`config.mk`:
```
export PLATFORM = sky130hd
export DESIGN_NAME = intr_src
export DESIGN_NICKNAME = d
export VERILOG_FILES = /design/src/rtl/intr_src.sv
export SDC_FILE = /design/constraint.sdc
export NUM_CORES = 1
export LEC_CHECK = 0
export ABC_AREA = 1
export BUFFER_PORTS_ARGS = -buffer_cell sky130_fd_sc_hd__buf_2
export CELL_PAD_IN_SITES_DETAIL_PLACEMENT = 0
export CELL_PAD_IN_SITES_GLOBAL_PLACEMENT = 1
export CORE_MARGIN = 1
export CORE_UTILIZATION = 30
export CTS_BUF_LIST = sky130_fd_sc_hd__clkbuf_4 sky130_fd_sc_hd__clkbuf_8
export CTS_CLUSTER_SIZE = 16
export DETAILED_ROUTE_END_ITERATION = 7
export GPL_TIMING_DRIVEN = 0
export PLACE_DENSITY = 0.67
export SYNTH_ARGS = -nofsm -noshare
export SYNTH_HDL_FRONTEND = slang
export SYNTH_SLANG_ARGS = --single-unit
```
`constraint.sdc`:
```
create_clock -name clk_i -period 1.6 [get_ports clk_i]
set_input_delay 0 -clock clk_i [delete_from_list [all_inputs] [get_ports clk_i]]
set_output_delay 0 -clock clk_i [all_outputs]
set_load 0.02 [all_outputs]
```
`src/rtl/intr_src.sv`:
```
// Machine timer/external interrupt source feeding the CSR file.
// Holds mtime/mtimecmp/ctrl on a one-cycle req/ack register bus.
module intr_src #(
  parameter int DW          = 32,
  parameter int PRESC_W     = 8,
  parameter int SYNC_STAGES = 2
) (
  input  logic          clk_i,
  input  logic          rst_i,
  input  logic          req_i,
  input  logic          we_i,
  input  logic [4:0]    addr_i,
  input  logic [DW-1:0] wdata_i,
  output logic          ack_o,
  output logic [DW-1:0] rdata_o,
  input  logic          ext_irq_i,
  output logic          t_intr_o,
  output logic          e_intr_o
);

  logic [63:0]            mtime;
  logic [63:0]            mtimecmp;
  logic                   ten;
  logic                   een;
  logic [PRESC_W-1:0]     presc;
  logic [PRESC_W-1:0]     presc_cnt;
  logic [31:0]            hi_shadow;
  logic [SYNC_STAGES-1:0] sync_q;
  logic                   edge_q;

  logic [2:0]    sel;
  logic          wr;
  logic          rd;
  logic          hit_mlo;
  logic          hit_mhi;
  logic          hit_clo;
  logic          hit_chi;
  logic          hit_ctl;
  logic          tick;
  logic [DW-1:0] ctrl_val;
  logic [DW-1:0] rd_val;
  logic          unused_addr;

  // Word select only; byte offset within a word is don't-care.
  assign sel         = addr_i[4:2];
  assign unused_addr = ^addr_i[1:0];
  assign wr          = req_i & we_i;
  assign rd          = req_i & ~we_i;
  assign hit_mlo     = (sel == 3'd0);
  assign hit_mhi     = (sel == 3'd1);
  assign hit_clo     = (sel == 3'd2);
  assign hit_chi     = (sel == 3'd3);
  assign hit_ctl     = (sel == 3'd4);
  assign tick        = (presc_cnt == presc);

  // Assemble ctrl read view; undefined bits read zero.
  always_comb begin
    ctrl_val             = '0;
    ctrl_val[0]          = ten;
    ctrl_val[1]          = een;
    ctrl_val[8+:PRESC_W] = presc;
  end

  // Read mux on pre-edge register values; hi returns the shadow.
  always_comb begin
    rd_val = '0;
    unique case (1'b1)
      hit_mlo: rd_val = mtime[31:0];
      hit_mhi: rd_val = hi_shadow;
      hit_clo: rd_val = mtimecmp[31:0];
      hit_chi: rd_val = mtimecmp[63:32];
      hit_ctl: rd_val = ctrl_val;
      default: rd_val = '0;
    endcase
  end

  // Bus response, hi shadow capture, compare and ctrl registers.
  always_ff @(posedge clk_i) begin
    if (rst_i) begin
      ack_o     <= 1'b0;
      rdata_o   <= '0;
      hi_shadow <= '0;
      mtimecmp  <= '1;
      ten       <= 1'b0;
      een       <= 1'b0;
      presc     <= '0;
    end else begin
      ack_o   <= req_i;
      rdata_o <= rd ? rd_val : '0;
      if (rd && hit_mlo) hi_shadow <= mtime[63:32];
      if (wr && hit_clo) mtimecmp[31:0]  <= wdata_i;
      if (wr && hit_chi) mtimecmp[63:32] <= wdata_i;
      if (wr && hit_ctl) begin
        ten   <= wdata_i[0];
        een   <= wdata_i[1];
        presc <= wdata_i[8+:PRESC_W];
      end
    end
  end

  // Prescaler and mtime; a half write suppresses that cycle's tick.
  always_ff @(posedge clk_i) begin
    if (rst_i) begin
      presc_cnt <= '0;
      mtime     <= '0;
    end else begin
      if ((wr && hit_ctl) || tick) presc_cnt <= '0;
      else                         presc_cnt <= presc_cnt + 1'b1;
      if (wr && hit_mlo)      mtime[31:0]  <= wdata_i;
      else if (wr && hit_mhi) mtime[63:32] <= wdata_i;
      else if (tick)          mtime        <= mtime + 64'd1;
    end
  end

  // Registered timer level from current mtime/mtimecmp.
  always_ff @(posedge clk_i) begin
    if (rst_i) t_intr_o <= 1'b0;
    else       t_intr_o <= ten && (mtime >= mtimecmp);
  end

  // Synchronise ext pin, then one-cycle pulse on rising edge.
  always_ff @(posedge clk_i) begin
    if (rst_i) begin
      sync_q   <= '0;
      edge_q   <= 1'b0;
      e_intr_o <= 1'b0;
    end else begin
      sync_q   <= {sync_q[SYNC_STAGES-2:0], ext_irq_i};
      edge_q   <= sync_q[SYNC_STAGES-1];
      e_intr_o <= een & sync_q[SYNC_STAGES-1] & ~edge_q;
    end
  end

endmodule

```
==> results of run 1 <==
where the power goes:
part	switching, W	internal, W
registers	0.000310	0.00558
logic	0.00231	0.00170
clock network	0.00283	0.00432
state kept, by name, summed over array words and instances (netlist names), 2 cells and up:
| register | count |
|---|---|
| presc | 8 |
| sync_q | 2 |
| hi_shadow | 32 |
| mtimecmp | 64 |
| presc_cnt | 8 |
| rdata_o | 32 |
| mtime | 64 |
cells in the final DEF (no fill, tap or decap), drive strengths merged, types with 32 or more instances in the layout:
master | Yosys | routed
a21oi | 146 | 146
dfxtp | 216 | 216
o22ai | 32 | 32
o21ai | 100 | 100
nand2 | 507 | 509
dlygate4sd3 | 0 | 42
nand3 | 89 | 89
inv | 226 | 227
nor2 | 294 | 294
buf | 37 | 203
o211ai | 63 | 63
ha | 66 | 66
clkbuf | 41 | 103
how the worst max path moves through the flow:
stage | to | from | cells past startpoint
final | mtime[24]$_SDFFE_PP0P_ | mtime[0]$_SDFFE_PP0P_ | 11
after global routing | mtime[16]$_SDFFE_PP0P_ | mtime[1]$_SDFFE_PP0P_ | 11
after CTS | mtime[23]$_SDFFE_PP0P_ | presc[7]$_SDFFE_PP0P_ | 11
after detailed placement | mtime[50]$_SDFFE_PP0P_ | mtime[17]$_SDFFE_PP0P_ | 9
after global placement | mtime[50]$_SDFFE_PP0P_ | mtime[14]$_SDFFE_PP0P_ | 9
after floorplan | mtime[32]$_SDFFE_PP0P_ | mtime[1]$_SDFFE_PP0P_ | 10
logic make-up (layout without fill, tap and decap cells):
group                    Yosys count  after routing  synth area share (%)
AO/OA/AOI/OAI                    383            383                  18.0
XOR/XNOR                          13             13                 0.902
adder cells (fa/ha/maj)           66             66                  6.54
buffers and inverters            304            592                  9.51
flip-flops                       216            216                  34.2
AND/OR/NAND/NOR                  932            934                  30.9
timing repair:
| item | 4_1_cts | 5_1_grt |
|---|---|---|
| gates cloned | 11 | 1 |
| gates resized for setup | 470 | 202 |
| endpoints found under the hold margin | 146 | 0 |
| hold buffers | 42 | 0 |
| pin swaps | 95 | 83 |
| buffers inserted | 63 | 26 |
| endpoints found under the setup margin | 89 | 96 |
cell type report:
| type | instances | share of cell area, % |
|---|---|---|
| flip-flops and latches | 216 | 25.0 |
| well taps | 532 | 3.66 |
| multi-input cells | 1396 | 48.2 |
| plain buffers | 78 | 2.80 |
| clock inverters | 18 | 1.53 |
| clock buffers | 61 | 4.31 |
| inverters | 226 | 4.73 |
| repair buffers | 209 | 9.75 |
metrics by stage:
step                hold slack (ns)  power (W)
floorplan                     0.107    0.00713
global placement              0.222    0.00807
detailed placement            0.228    0.00809
CTS                          0.0445     0.0169
global route                 0.0923     0.0176
finish                       0.0396     0.0170
per-layer routing:
layer  part of all wire, %  track usage (%)  routed length, microns  vias up
met4                   4.2             13.1                    2710        2
met1                    42             38.7                   27600     7031
met2                    46             49.0                   30000      552
li1                      -                -                       -     6826
met3                   7.4             5.26                    4840      145
met5                 0.014                0                       9        -
worst register-to-register path, delay by kind of cell, from the launching register on:
family	cells	cell delay (ns)
and+or+nand+nor	8	0.79
DFF	1	0.38
adders and majority gates	1	0.16
AOI/OAI and AO/OA	1	0.16
buffers and inverters	1	0.18
==> impl_results.md, run 1 <==
* Top delay family on crit path: simple AND/OR/NAND/NOR gates
* Slew margin rel. at 17.2%
* Max stage delay on crit path at 0.38 ns
* Dpl hpwl at 47600 microns
* Worst setup path class: flip-flop to flip-flop
* Vias at 14600
* Peak supply drop at 0.613 mV
* H-tree depth at 2
* Register Area at 0.00454 sq mm
* Dpl ws at -0.823 ns
* Final Critical Period at 1.81 ns
* P per Cell Area at 938 mW/mm^2
* Drc violations at 0
* Largest net degree at the start of global routing at 13
* Reg2reg start: mtime[0]$_SDFFE_PP0P_
* Final TNS setup at -7.19 ns
* FF-to-FF setup slack at -0.21 ns
* Ys async rst share at 0%
* Final hold violation count at 0
* CTS Buffer Depth at 3
* Top cell type by total area after synthesis: dfxtp_1
* Worst path most repeated cell: nand3_2
* Reg-to-Reg End: mtime[24]$_SDFFE_PP0P_
* Worst hold-check path type: primary input to flip-flop
* Post-place instance area at 0.0137 sq mm
* DRT Wirelength at 65200 microns
* Layout Nets at 2279
* Crit path required time at 2.11 ns
* Iteration-0 DRC count of the detailed router at 1245
* Row cnt at 74
* Post-Syn Area at 0.0126 sq mm
* Area grow syn2layout at 43.8%
* GRT overflow at 0
* Clock Root Buffer: clkbuf_8
* Outcome: finished with violations
* Skew final at 0.0499 ns
* Worst Path Buf+Inv at 1
* Prevailing post-synth register cell: dfxtp_1
* Initial Utilization at 30.7%
* Clk_lat worst skew at 0.66 ns
* CTS tree: done
* Leakage power at 8.07 nW
* Startpoint Class: flip-flop
* Failing checks: negative setup slack
* Yosys top cell area share at 34.2%
* # IOs at 77
* Average routed wire per standard cell at 23.8 microns
* Hold path startpoint: req_i
* Post-synthesis register bit count at 216
* Post-Syn Area per Cell at 6.60 sq um
* Vias per cell at 5.32
* Post-Synthesis Cells at 1914
* Finished Core Util at 44.1%
* Worst EP arrival at 2.32 ns
* Crit share post-route at 113%
* Ant diodes at 0
* Syn_nets at 2022
* Clock sinks at 216
* Crit end category: flip-flop
* Fill count at 4306
* Initial antenna violation count at 2
* Ys Warns at 0
* GPL Wtd Cong at 0.977
* Placed cells at 2520
* First-pass GRT wire length at 94200 microns
* Max Cap Viol at 0
* Die area at 0.0429 sq mm
* Sequential area share after synthesis at 34.2%
* Die width at 207 microns
* Top cell types by occurrence after synthesis: 493 x nand2_1, 272 x nor2_1, 219 x inv_1, 216 x dfxtp_1, 143 x a21oi_1
* Largest fanout on the critical path at 5
* Worst-Margin Slew at 1.24 ns
* Finished Cell Area at 0.0182 sq mm
* Top cells by area, synth: dfxtp_1 34%, nand2_1 15%, nor2_1 8.1%
* Multi-input logic area at 0.00876 sq mm
* Die Span Y at 207 microns
* Worst R2R Path Depth at 11
* Count leader, synth: nand2_1
* Final Non-Filler Cells at 2736
* Setup Viol. Count Final at 64
* Worst setup margin at -0.211 ns
* Number of iterations in the first detailed-routing pass at 5
* TritonCTS buffer count at 44
* Detail Route Antenna Nets at 0
* Final Slew Violations at 0
* Hold depth at 4
* Max Clock Freq at 0.552 GHz
* Yosys cell types at 44
* Gr usage total at 30.0%
* RSZ-0062 raised after global routing: true
* Crit path max-delay cell type: dfxtp_4
* IO buf count at 74
* Hold worst-path end: presc_cnt[1]$_SDFF_PP0_
* Vias in the first global route at 14200
* Share of cells above drive strength 1 at 32.4%
* CTS clk-pin slew, worst paths at 0.07 ns
* Post-synth EDFFs at 0
* Crit-path cells: ha_4 -> nand2_4 -> nor2_8 -> nand3b_1 -> buf_4 -> nor2_4 -> nand3_2 -> o21ai_1 -> nand3_2 -> nand2_1 -> nor2_1
* Core Footprint at 0.0412 sq mm
Power figures use the tool's default switching activity.
==> inputs of run 2 (changes only) <==
CORE_UTILIZATION = 32   (was 30)
PLACE_DENSITY = 0.7   (was 0.67)
==> impl_results.md, run 2 (synthesized netlist as in run 1, its figures left out) <==
* Outcome: finished with violations
* Failing checks: negative setup slack
* Largest net degree at the start of global routing at 11 (-2)
* Die width at 201 microns (-3.1%)
* DRT Wirelength at 65500 microns (+0.33%)
* Iteration-0 DRC count of the detailed router at 1169 (-6.1%)
* Initial antenna violation count at 0 (-2)
* Setup Viol. Count Final at 64 (unchanged)
* Top Registers: mtime: 64 flops, mtimecmp: 64 flops
* Die area at 0.0403 sq mm (-6.2%)
* Commonest cells after routing, fill and taps aside: 354 x nand2_1, 197 x inv_1, 155 x nor2_1
* Worst Path Buf+Inv at 1 (unchanged)
* Worst setup margin at -0.228 ns (-0.0178 ns)
* Final hold violation count at 0 (unchanged)
* Pwr Total at 0.0170 W (-0.44%)
* P per Cell Area at 912 mW/mm^2 (-2.7%)
* CTS Buffer Depth at 3 (unchanged)
* Crit path max-delay cell type: dfxtp_4
* Seq pwr share at 34.7% (about the same)
* Core Footprint at 0.0388 sq mm (-5.8%)
* Initial Utilization at 32.5% (+1.9 points)
* Max Cap Viol at 0 (unchanged)
* Crit path required time at 2.10 ns (about the same)
* Top delay family on crit path: simple AND/OR/NAND/NOR gates
* Largest fanout on the critical path at 6 (+1)
* Dpl ws at -0.982 ns (-0.159 ns)
* FF-to-FF setup slack at -0.23 ns (-0.02 ns)
* TritonCTS buffer count at 43 (-2.3%)
* GRT overflow at 0 (unchanged)
* Worst hold-check path type: primary input to flip-flop
* Layout Nets at 2282 (+0.13%)
* Share of cells above drive strength 1 at 36.5% (+4.1 points)
* Worst R2R Path Depth at 8 (-3)
* H-tree depth at 2 (unchanged)
* P_int at 0.0115 W (-1.2%)
* Sw Ratio at 32.5% (+0.52 points)
* Worst setup path class: flip-flop to flip-flop
* Switching power at 0.00551 W (+1.2%)
* Number of iterations in the first detailed-routing pass at 6 (+1)
* Reg-to-Reg End: mtime[18]$_SDFFE_PP0P_
* Peak supply drop at 0.566 mV (-7.7%)
* Crit share post-route at 114% (+1.1 points)
* Worst EP arrival at 2.32 ns (about the same)
* Max Clock Freq at 0.547 GHz (-0.97%)
* Final Slew Violations at 0 (unchanged)
* Hold path startpoint: req_i
* Row cnt at 72 (-2.7%)
* IO buf count at 74 (unchanged)
* RSZ-0062 raised after global routing: true
* Drc violations at 0 (unchanged)
* Clock Root Buffer: clkbuf_8
* Commonest non-fill, non-tap cell in the layout: nand2_1
* Skew final at 0.0352 ns (-0.0147 ns)
* Slew margin rel. at 17.2% (-0.020 points)
* Vias per cell at 5.40 (+1.5%)
* Average routed wire per standard cell at 24.0 microns (+0.81%)
* Detail Route Antenna Nets at 0 (unchanged)
* Startpoint Class: flip-flop
* Clock sinks at 216 (unchanged)
* Max stage delay on crit path at 0.41 ns (+0.03 ns)
* Leakage power at 8.13 nW (+0.76%)
* Die Span Y at 201 microns (-3.1%)
* CTS clk-pin slew, worst paths at 0.06 ns (about the same)
* First-pass GRT wire length at 93200 microns (-1.1%)
* Vias in the first global route at 13800 (-2.5%)
* Fill count at 3883 (-9.8%)
* Vias at 14700 (+0.98%)
* Hold depth at 4 (unchanged)
* Gr usage total at 31.9% (+1.8 points)
* Area grow syn2layout at 47.2%
* # IOs at 77 (unchanged)
* Clock power share at 39.2% (-2.7 points)
* Dpl hpwl at 47600 microns (about the same)
* Crit-path cells: nand2_2 -> nor2_4 -> buf_4 -> nand2_1 -> o31ai_2 -> nand3b_1 -> nand2_1 -> nor2_1
* Reg2reg start: mtime[12]$_SDFFE_PP0P_
* Comb power frac at 26.0% (+2.5 points)
* Hold worst-path end: presc_cnt[1]$_SDFF_PP0_
* Worst-Margin Slew at 1.24 ns (+0.000301 ns)
* Worst path most repeated cell: nand2_1
* Clk_lat worst skew at 0.63 ns (-0.03 ns)
* GPL Wtd Cong at 0.986 (+1.0%)
* CTS tree: done
* Final Critical Period at 1.83 ns (+0.0178 ns)
* Crit end category: flip-flop
==> run 2: cell count changes in the layout (fill, tap and decap cells not counted), sizes merged <==
cell and change:
buf +6, clkbuf +5, bufinv -3, dlygate4sd3 -3, clkinv -2, inv -2, diode +1, nand2 -1
==> run 2: what timing repair did <==
action	CTS	global route
setup buffers	68	27
hold buffers	39	0
gates cloned	11	1
setup endpoints to repair	85	89
pin swaps	117	101
gates resized for setup	536	239
hold endpoints to repair	146	0
==> run 2: cell type report <==
class	instances	area (sq um)	area share (%)
antenna	1	2.50	0.0135
buffer	77	479	2.58
clock buffer	64	831	4.47
clock inverter	11	158	0.848
inverter	226	865	4.65
multi-input combinational	1395	9130	49.1
sequential	216	4570	24.6
tap	518	648	3.49
timing repair buffer	215	1900	10.2
==> run 2: worst max path at each step <==
| stage | startpoint | to | cells past startpoint |
|---|---|---|---|
| floorplan | mtime[1]$_SDFFE_PP0P_ | mtime[32]$_SDFFE_PP0P_ | 10 |
| global placement | addr_i[4] | mtimecmp[61]$_SDFFE_PP1P_ | 6 |
| detailed placement | addr_i[4] | mtimecmp[59]$_SDFFE_PP1P_ | 6 |
| global route | presc[6]$_SDFFE_PP0P_ | mtime[11]$_SDFFE_PP0P_ | 9 |
| finish | mtime[12]$_SDFFE_PP0P_ | mtime[18]$_SDFFE_PP0P_ | 8 |
| CTS | presc[7]$_SDFFE_PP0P_ | mtime[8]$_SDFFE_PP0P_ | 9 |
==> run 2: through the flow <==
step	utilization, %	TNS, ns	instance area [sq um]	instances	hold slack, ns
floorplan	-	0	12600	1914	0.107
global placement	35.2	-86.54	13700	2506	0.211
detailed placement	35.2	-88.32	13700	2506	0.218
CTS	45.2	-6.15	17600	2699	0.0464
global route	47.9	-13.49	18600	2722	0.0999
finish	47.9	-7.67	18600	2723	0.0326
==> run 2: power groups by stage <==
| stage | registers [W] | clock network [W] | logic [W] |
|---|---|---|---|
| after CTS | 0.00588 | 0.00674 | 0.00383 |
| final | 0.00589 | 0.00665 | 0.00442 |
| after floorplan | 0.00588 | 0 | 0.00124 |
| after global routing | 0.00591 | 0.00698 | 0.00457 |
| after global placement | 0.00597 | 0 | 0.00209 |
| after detailed placement | 0.00598 | 0 | 0.00211 |
==> run 2: routing by layer <==
layer  part of all wire [%]  wire (microns)  GRT usage, %
met1                     42           27700          41.4
met2                     45           29300          51.1
met3                    7.2            4700          4.92
met4                    5.7            3740          16.1
met5                      0               0             0
==> run 2: tightest hold or removal path, cell delays in order <==
cell and delay [ns]:
buf_2 0.11, nand3_1 0.13, nand3_1 0.30, nor2_1 0.06
==> inputs of run 3 (changes only) <==
RECOVER_POWER = 100   (was default)
==> impl_results.md, run 3 (synthesized netlist as in run 1, its figures left out) <==
* Ant diodes at 0 (-1)
* Crit end category: flip-flop
* Hold slack at 0.0294 ns (-0.00314 ns)
* Vias in the first global route at 13800 (unchanged)
* Comb power frac at 26.0% (about the same)
* Crit share post-route at 114% (-0.72 points)
* Initial antenna violation count at 0 (unchanged)
* Final Critical Period at 1.82 ns (-0.0116 ns)
* TritonCTS buffer count at 43 (unchanged)
* Worst setup margin at -0.217 ns (+0.0116 ns)
* Gr usage total at 31.9% (unchanged)
* Clock sinks at 216 (unchanged)
* Max Clock Freq at 0.550 GHz (+0.64%)
* Slew margin rel. at 19.9% (+2.7 points)
* Seq pwr share at 34.8% (about the same)
* # IOs at 77 (unchanged)
* Outcome: finished with violations
* Max stage delay on crit path at 0.41 ns (about the same)
* H-tree depth at 2 (unchanged)
* Layout Nets at 2282 (unchanged)
* Drc violations at 0 (unchanged)
* Worst EP arrival at 2.31 ns (about the same)
* RSZ-0062 raised after global routing: true
* Startpoint Class: flip-flop
* Vias per cell at 5.39 (-0.19%)
* Switching power at 0.00549 W (-0.20%)
* Clock Root Buffer: clkbuf_8
* Crit path required time at 2.09 ns (about the same)
* CTS tree: done
* Commonest non-fill, non-tap cell in the layout: nand2_1
* Sw Ratio at 32.4% (-0.034 points)
* Skew final at 0.0381 ns (+0.00286 ns)
* Top delay family on crit path: simple AND/OR/NAND/NOR gates
* CTS Buffer Depth at 3 (unchanged)
* Crit-path cells: nand2_2 -> nor2_4 -> buf_4 -> nand2_1 -> o31ai_2 -> nand3b_1 -> nand2_1 -> nor2_1
* Vias at 14700 (-0.22%)
* Row cnt at 72 (unchanged)
* Failing checks: negative setup slack
* Number of iterations in the first detailed-routing pass at 5 (-1)
* Worst path most repeated cell: nand2_1
* Clk_lat worst skew at 0.63 ns (about the same)
* Largest net degree at the start of global routing at 11 (unchanged)
* P_int at 0.0114 W (about the same)
* Final Slew Violations at 0 (unchanged)
* Die width at 201 microns (unchanged)
* Average routed wire per standard cell at 24.1 microns (about the same)
* Crit path max-delay cell type: dfxtp_4
* Max Cap Viol at 0 (unchanged)
* Worst hold-check path type: primary input to flip-flop
* Largest fanout on the critical path at 6 (unchanged)
* Worst-Margin Slew at 1.20 ns (-0.0403 ns)
* DRT Wirelength at 65500 microns (about the same)
* Core Footprint at 0.0388 sq mm (unchanged)
* Initial Utilization at 32.5% (unchanged)
* CTS clk-pin slew, worst paths at 0.05 ns (about the same)
* Leakage power at 7.98 nW (-1.9%)
* Peak supply drop at 0.567 mV (about the same)
* P per Cell Area at 914 mW/mm^2 (+0.19%)
* Detail Route Antenna Nets at 0 (unchanged)
* Top Registers: mtime: 64 flops, mtimecmp: 64 flops
* GRT overflow at 0 (unchanged)
* Clock power share at 39.2% (about the same)
* Worst Path Buf+Inv at 1 (unchanged)
* First-pass GRT wire length at 93200 microns (unchanged)
* Worst setup path class: flip-flop to flip-flop
* Setup Viol. Count Final at 99 (+55%)
* Commonest cells after routing, fill and taps aside: 355 x nand2_1, 198 x inv_1, 156 x nor2_1
* Die Span Y at 201 microns (unchanged)
* Iteration-0 DRC count of the detailed router at 1299 (+11%)
* Share of cells above drive strength 1 at 34.7% (-1.8 points)
* Final hold violation count at 0 (unchanged)
* GPL Wtd Cong at 0.986 (unchanged)
* IO buf count at 74 (unchanged)
* Dpl hpwl at 47600 microns (unchanged)
* Area grow syn2layout at 46.7%
* Die area at 0.0403 sq mm (unchanged)
* Pwr Total at 0.0169 W (about the same)
* Dpl ws at -0.982 ns (unchanged)
run 3: cell types whose count changed in the layout (fill, tap and decap cells not counted), sizes merged:
cell and change:
clkbuf +39, diode -1, buf -39
run 3: path summary, 6_finish.rpt:
check	startpoint	end	slack [ns]	depth (start not counted)
max reg2reg	mtime[12]$_SDFFE_PP0P_	mtime[18]$_SDFFE_PP0P_	-0.22	8
min	req_i	presc_cnt[1]$_SDFF_PP0_	0.03	4
min reg2reg	sync_q[0]$_SDFF_PP0_	sync_q[1]$_SDFF_PP0_	0.40	2
max	mtime[12]$_SDFFE_PP0P_	mtime[18]$_SDFFE_PP0P_	-0.22	8
run 3: per-layer routing:
layer	vias to the layer above	global-route usage, %	wire length (microns)
li1	6817	-	-
met1	7047	41.4	27500
met2	618	51.1	29300
met3	184	4.92	4960
met4	0	16.1	3660
met5	-	0	0
run 3: through the flow:
stage / setup TNS [ns] / std cells / util, % / area [sq um]
after floorplan: 0 / 1914 / - / 12600
after global placement: -86.54 / 2506 / 35.2 / 13700
after detailed placement: -88.32 / 2506 / 35.2 / 13700
after CTS: -6.15 / 2699 / 45.2 / 17600
after global routing: -16.55 / 2722 / 47.7 / 18500
final: -9.66 / 2722 / 47.7 / 18500
run 3: tightest hold or removal path: cells and delay by family:
family,cells,cell delay [ns]
buf+inv,1,0.11
simple gates,3,0.50
run 3: cell type report:
| cell class | count | area [sq um] |
|---|---|---|
| plain buffers | 77 | 479 |
| clock buffers | 64 | 831 |
| clock inverters | 11 | 158 |
| fillers | 3906 | 20300 |
| inverters | 226 | 865 |
| multi-input cells | 1395 | 9120 |
| flip-flops and latches | 216 | 4570 |
| well taps | 518 | 648 |
| repair buffers | 215 | 1860 |
run 3: power by group through the flow:
| stage | registers, W | logic (W) | clock network, W |
|---|---|---|---|
| 2_1_floorplan | 0.00588 | 0.00124 | 0 |
| 3_3_place_gp | 0.00597 | 0.00209 | 0 |
| 3_5_place_dp | 0.00598 | 0.00211 | 0 |
| 4_1_cts | 0.00588 | 0.00383 | 0.00674 |
| 5_1_grt | 0.00591 | 0.00456 | 0.00698 |
| 6_report | 0.00589 | 0.00440 | 0.00665 |
run 3: what timing repair did:
action                                  in CTS  in global routing
buffers inserted                            68                 27
resized for setup                          536                239
hold buffers                                39                  0
endpoints found under the setup margin      85                 89
hold endpoints to repair                   146                  0
pin swaps                                  117                101
gates cloned                                11                  1
